File: config.mk
export PLATFORM = sky130hd
export DESIGN_NAME = handshake_sequencer_flat
export DESIGN_NICKNAME = d
export VERILOG_FILES = /design/src/rtl/handshake_sequencer_if.sv /design/src/rtl/handshake_sequencer.sv /design/src/flat_wrapper.sv
export SDC_FILE = /design/constraint.sdc
export NUM_CORES = 1
export LEC_CHECK = 0
export CAP_MARGIN = 20
export CORE_ASPECT_RATIO = 0.7
export CORE_MARGIN = 2
export CORE_UTILIZATION = 54
export CTS_BUF_LIST = sky130_fd_sc_hd__clkbuf_8
export DETAILED_ROUTE_END_ITERATION = 8
export DONT_BUFFER_PORTS = 1
export PLACE_DENSITY = 0.69
export SYNTH_ARGS = -nofsm -noshare
export SYNTH_HDL_FRONTEND = slang
export SYNTH_SLANG_ARGS = --single-unit
File: constraint.sdc
create_clock -name clk -period 1.9 [get_ports clk]
set_input_delay 0.19 -clock clk [delete_from_list [all_inputs] [get_ports clk]]
set_output_delay 0.19 -clock clk [all_outputs]
set_load 0.005 [all_outputs]
File: src/rtl/handshake_sequencer_if.sv
// handshake_sequencer_if: request, worker handshake and status bundle for handshake_sequencer
interface handshake_sequencer_if #(
  parameter int NUM_CH = 4
);
  localparam int CW = NUM_CH > 1 ? $clog2(NUM_CH) : 1;
  logic [NUM_CH-1:0] x;
  logic [NUM_CH-1:0] err_clr;
  logic [NUM_CH-1:0] q;
  logic [NUM_CH-1:0] err;
  logic rdy;
  logic start;
  logic busy;
  logic done;
  logic fail;
  logic [CW-1:0] ch_id;
  modport master (output x, rdy, err_clr, input start, ch_id, q, busy, done, fail, err);
  modport slave (input x, rdy, err_clr, output start, ch_id, q, busy, done, fail, err);
endinterface

File: src/rtl/handshake_sequencer.sv
// handshake_sequencer: round-robin multi-channel start/rdy sequencer with timeout, retry and sticky errors
module handshake_sequencer #(
  parameter int NUM_CH = 4,
  parameter int TIMEOUT = 16,
  parameter int MAX_RETRY = 2
) (
  input logic clk,
  input logic reset,
  handshake_sequencer_if.slave bus
);
  localparam int CW = NUM_CH > 1 ? $clog2(NUM_CH) : 1;
  localparam int TW = $clog2(TIMEOUT + 1);
  localparam int RW = MAX_RETRY > 0 ? $clog2(MAX_RETRY + 1) : 1;
  typedef enum logic [2:0] {IDLE, ISSUE, WAIT, DONE, FAIL} state_t;
  state_t state;
  logic [CW-1:0] rr_ptr;
  logic [CW-1:0] sel;
  logic [CW-1:0] nxt;
  logic [NUM_CH-1:0] elig;
  logic [2*NUM_CH-1:0] rot;
  logic [TW-1:0] timer;
  logic [RW-1:0] retry;
  logic target;
  assign elig = (bus.x ^ bus.q) & ~bus.err;
  assign rot = {elig, elig} >> rr_ptr;
  assign nxt = bus.ch_id == CW'(NUM_CH - 1) ? '0 : bus.ch_id + 1'b1;
  // first eligible channel at or after rr_ptr, wrapping; lowest offset wins
  always_comb begin
    sel = '0;
    for (int k = NUM_CH - 1; k >= 0; k--)
      if (rot[k]) sel = CW'((int'(rr_ptr) + k) % NUM_CH);
  end
  // transaction FSM; ch_id doubles as the latched current channel, outputs registered with state
  always_ff @(posedge clk or posedge reset)
    if (reset) begin
      state <= IDLE;
      rr_ptr <= '0;
      timer <= '0;
      retry <= '0;
      target <= 1'b0;
      bus.ch_id <= '0;
      bus.q <= '0;
      bus.err <= '0;
      bus.start <= 1'b0;
      bus.busy <= 1'b0;
      bus.done <= 1'b0;
      bus.fail <= 1'b0;
    end else begin
      bus.err <= bus.err & ~bus.err_clr;
      bus.start <= 1'b0;
      bus.done <= 1'b0;
      bus.fail <= 1'b0;
      case (state)
        IDLE:
          if (|elig) begin
            state <= ISSUE;
            bus.ch_id <= sel;
            target <= bus.x[sel];
            retry <= '0;
            bus.start <= 1'b1;
            bus.busy <= 1'b1;
          end
        ISSUE: begin
          state <= WAIT;
          timer <= '0;
        end
        WAIT:
          if (bus.rdy) begin
            state <= DONE;
            bus.q[bus.ch_id] <= target;
            bus.done <= 1'b1;
          end else if (timer == TW'(TIMEOUT - 1)) begin
            if (retry < RW'(MAX_RETRY)) begin
              state <= ISSUE;
              retry <= retry + 1'b1;
              bus.start <= 1'b1;
            end else begin
              state <= FAIL;
              bus.err[bus.ch_id] <= 1'b1;
              bus.fail <= 1'b1;
            end
          end else timer <= timer + 1'b1;
        DONE, FAIL: begin
          state <= IDLE;
          rr_ptr <= nxt;
          bus.busy <= 1'b0;
        end
        default: state <= IDLE;
      endcase
    end
endmodule

File: src/flat_wrapper.sv
// flat-port wrapper written by rule: the top's interface ports become plain ports
module handshake_sequencer_flat 
#(
  parameter int NUM_CH = 4,
  parameter int TIMEOUT = 16,
  parameter int MAX_RETRY = 2
)
  (clk, reset, bus_x, bus_rdy, bus_err_clr, bus_start, bus_ch_id, bus_q, bus_busy, bus_done, bus_fail, bus_err);
  handshake_sequencer_if #(.NUM_CH(NUM_CH)) bus_i ();
  input logic clk;
  input logic reset;
  input wire logic [$bits(bus_i.x)-1:0] bus_x;
  input wire logic [$bits(bus_i.rdy)-1:0] bus_rdy;
  input wire logic [$bits(bus_i.err_clr)-1:0] bus_err_clr;
  output wire logic [$bits(bus_i.start)-1:0] bus_start;
  output wire logic [$bits(bus_i.ch_id)-1:0] bus_ch_id;
  output wire logic [$bits(bus_i.q)-1:0] bus_q;
  output wire logic [$bits(bus_i.busy)-1:0] bus_busy;
  output wire logic [$bits(bus_i.done)-1:0] bus_done;
  output wire logic [$bits(bus_i.fail)-1:0] bus_fail;
  output wire logic [$bits(bus_i.err)-1:0] bus_err;
  assign bus_i.x = bus_x;
  assign bus_i.rdy = bus_rdy;
  assign bus_i.err_clr = bus_err_clr;
  assign bus_start = bus_i.start;
  assign bus_ch_id = bus_i.ch_id;
  assign bus_q = bus_i.q;
  assign bus_busy = bus_i.busy;
  assign bus_done = bus_i.done;
  assign bus_fail = bus_i.fail;
  assign bus_err = bus_i.err;
  handshake_sequencer #(.NUM_CH(NUM_CH), .TIMEOUT(TIMEOUT), .MAX_RETRY(MAX_RETRY)) u_core (.clk(clk), .reset(reset), .bus(bus_i));
endmodule
==> impl_metrics.py <==
metrics = {
    "detailed_routing": {
        "dr_wl_met2_um": 1577,
        "highest_layer": "met4",
        "drt-met1-wl_um": 1684,
        "viasPerCell": 5.826,
        "vias": 1270,
        "routed_wirelength_um": 3591,
        "ant_nets": 0,
        "wl_met3_um": 283,
        "post_drt_wl_per_cell_um": 16.47,
        "dr.pass1.iters": 4,
        "dr.first_iter.drc_count": 141,
        "drc": 0,
    },
    "synthesis": {
        "yosysMostFrequentCell": "dfrtp_1",
        "synth_area_um2": 1474,
        "synthArstFlopShare_pct": 100.0,
        "syn_avg_cell_area_um2": 8.879,
        "synth_area_leaders": "dfrtp_1 (46%), o21ai_0 (6.1%), ha_1 (5.1%)",
        "synthCells": 166,
        "ys_types": 39,
        "netlist.top_cell.by_area": "dfrtp_1",
        "synth_top_area_share_pct": 45.84,
        "syn-num-nets": 183,
        "synth_ff_type": "dfrtp_1",
        "synthTopCellsByCount": "dfrtp_1 (27), nor2_1 (19), nand2_1 (18), o21ai_0 (18), inv_1 (14)",
        "synth_edf_count": 0,
        "synth_seq_cells": 27,
        "synth-warning-count": 0,
        "seq_area_frac_synth_pct": 45.84,
    },
    "power": {
        "p_sw_share_pct": 42.29,
        "p_seq_share_pct": 38.5,
        "powerDensity_nw_per_um2": 1423,
        "power.switching_mw": 1.056,
        "p_leak_nw": 0.8020,
        "peakVddDrop_v": 0.0007180,
        "internal_power_mw": 1.441,
        "p_total_mw": 2.497,
        "clockPowerShare_pct": 13.8,
        "share_comb_of_total_power_pct": 47.6,
    },
    "clocking": {
        "clock-sinks": 27,
        "cts_buffers": 3,
        "clk_latency_ns": 0.28,
        "clockBufferDepth": 2,
        "cts_root_buf": "clkbuf_8",
        "htreeDepth": 1,
        "clk_pin_slew_ns": 0.09,
        "cts_tree": "done",
    },
    "final_layout": {
        "diodes": 0,
        "area_growth_pct": 19.02,
        "multi_input_area_um2": 782.0,
        "final_layout_size_suffix_gt1_share_pct": 18.48,
        "seq_area_um2": 676.9,
        "nets": 202,
        "stdcell_area_um2": 1754,
        "post-route-util_pct": 69.23,
        "fillCellCount": 198,
    },
    "sta": {
        "fmax_ghz": 0.5456,
        "min_period_over_period_pct": 96.47,
        "rsz0062_at_grt": "true",
        "slew_violations": 0,
        "finalHoldViolCount": 0,
        "worstMarginPinSlew_ns": 0.4018,
        "period_needed_ns": 1.833,
        "tns_ns": 0,
        "slew_headroom_pct": 72.79,
        "fin_skew_ns": 0.005459,
        "setup_viol": 0,
    },
    "critical_path": {
        "path_max_fanout": 5,
        "rr_startpoint": "u_core.bus.q[1]$_DFFE_PP0P_",
        "crit_type": "flop to flop",
        "worstPathCellList": "xnor2_2 -> o22ai_2 -> buf_4 -> o211ai_2 -> nor2_1 -> a32o_1 -> a21oi_2",
        "endpoint_kind": "flop",
        "crit_arrival_ns": 2.04,
        "max_stage_delay_ns": 0.45,
        "critPathLaunchType": "flop",
        "r2r-end": "u_core.target$_DFFE_PP0P_",
        "worstPathRequired_ns": 2.11,
        "r2r_cells": 7,
        "rrSetupSlack_ns": 0.07,
        "slowest_stage": "dfrtp_1",
    },
    "worst_hold_path": {
        "hp-class": "primary input to flop",
        "worstHoldStart": "bus_err_clr[2]",
        "holdPathEnd": "u_core.bus.err[2]$_DFF_PP0_",
        "whs_path_depth": 1,
    },
    "die": {
        "pin_count": 25,
        "die_area_um2": 3170,
        "core_um2": 2534,
        "rows": 15,
        "die-height_um": 47.71,
        "initial_core_util_pct": 58.17,
        "die_x_um": 66.45,
    },
    "run": {
        "cap_violations": 0,
    },
    "placement": {
        "gp_congestion": 0.9070,
        "post-dp-hpwl_um": 2629,
        "port_buffers": 0,
        "place_area_um2": 1595,
    },
    "global_route": {
        "grt_pass1_vias": 1169,
        "grt_max_degree": 28,
        "antenna_found_initial": 0,
        "gr-usage-all-layers_pct": 25.64,
        "overflow": 0,
        "grt_pass1_wl_um": 5830,
    },
    "run_status": {
        "status": "complete, no violations",
    },
}
-- placed cells by master, fill, tap and decap left out, types with 3 or more instances in the layout --
master         instances
nor3_1                 6
o21ai_1                4
dlygate4sd3_1          3
dfrtp_1               26
a21oi_1                9
nand2_1               18
buf_4                 16
ha_1                   5
clkbuf_8               3
a22oi_1                3
o21ai_0               16
nor2_1                18
xnor2_2                4
inv_1                 14
-- power groups by stage --
stage | Combinational (mW) | Sequential (mW) | Clock (mW)
after floorplan | 0.807 | 0.890 | 0
after global placement | 1.04 | 0.940 | 0
after detailed placement | 1.09 | 0.947 | 0
after CTS | 1.11 | 0.942 | 0.356
after global routing | 1.33 | 0.988 | 0.375
final | 1.19 | 0.962 | 0.345
-- critical path: cells and delay by family, from the launching register on --
family	cells	cell delay (ns)
buf+inv	1	0.16
flops	1	0.45
simple gates	1	0.08
compound gates	4	0.77
xor+xnor	1	0.30
-- through the flow --
stage	std cells	setup slack, ns	hold WS (ns)
floorplan	166	0.1650	0.2427
global placement	208	0.05670	0.1575
detailed placement	208	0.01225	0.1628
CTS	215	0.02604	0.03265
global route	218	-0.01319	0.04413
finish	218	0.06703	0.04000
-- final cells by class --
| type | instances | area share, % |
|---|---|---|
| sequential | 27 | 38.59 |
| clock buffer | 3 | 2.354 |
| multi-input combinational | 120 | 44.58 |
| tap | 34 | 2.425 |
| timing repair buffer | 19 | 8.559 |
| inverter | 14 | 2.996 |
| clock inverter | 1 | 0.4993 |
-- worst max-delay path by stage --
stage	from	to	cells after the start	slack [ns]
finish	u_core.bus.q[1]$_DFFE_PP0P_	u_core.target$_DFFE_PP0P_	7	0.07
global route	u_core.timer[0]$_DFFE_PP0P_	u_core.bus.err[1]$_DFF_PP0_	9	-0.01
CTS	u_core.timer[0]$_DFFE_PP0P_	u_core.bus.err[2]$_DFF_PP0_	9	0.03
detailed placement	u_core.bus.q[0]$_DFFE_PP0P_	u_core.target$_DFFE_PP0P_	6	0.01
global placement	u_core.timer[0]$_DFFE_PP0P_	u_core.bus.err[1]$_DFF_PP0_	9	0.06
floorplan	u_core.bus.q[0]$_DFFE_PP0P_	u_core.target$_DFFE_PP0P_	6	0.16
-- per-layer routing --
layer  vias up  global-route usage (%)
met1       617                   36.17
met4         0                   5.714
met2        39                   39.00
met5         -                       0
li1        608                       -
met3         6                   8.706
-- registers in the layout (all words and copies together), names as in the netlist --
| register | flops |
|---|---|
| u_core.bus.busy | 1 |
| u_core.bus.ch_id | 2 |
| u_core.bus.done | 1 |
| u_core.bus.err | 4 |
| u_core.bus.fail | 1 |
| u_core.bus.q | 4 |
| u_core.bus.start | 1 |
| u_core.retry | 2 |
| u_core.rr_ptr | 2 |
| u_core.state | 3 |
| u_core.target | 1 |
| u_core.timer | 5 |
-- repair_timing --
action,CTS,global route
buffers inserted,0,3
setup endpoints to repair,3,11
pin swaps,0,5
hold buffers,3,0
resized for setup,2,11
endpoints found under the hold margin,29,0
-- cells by family (layout without fill, tap and decap cells) --
kind of cell,Yosys count,after routing,share of synthesized area [%]
AOI/OAI and AO/OA,47,47,20.38
xor gates and xnor gates,5,5,2.971
adders and majority gates,6,6,5.093
buffers and inverters,19,37,4.839
DFF,27,27,45.84
muxes,4,4,2.886
and+or+nand+nor,58,58,18.00
No activity file was read; power rests on OpenSTA's default activity.
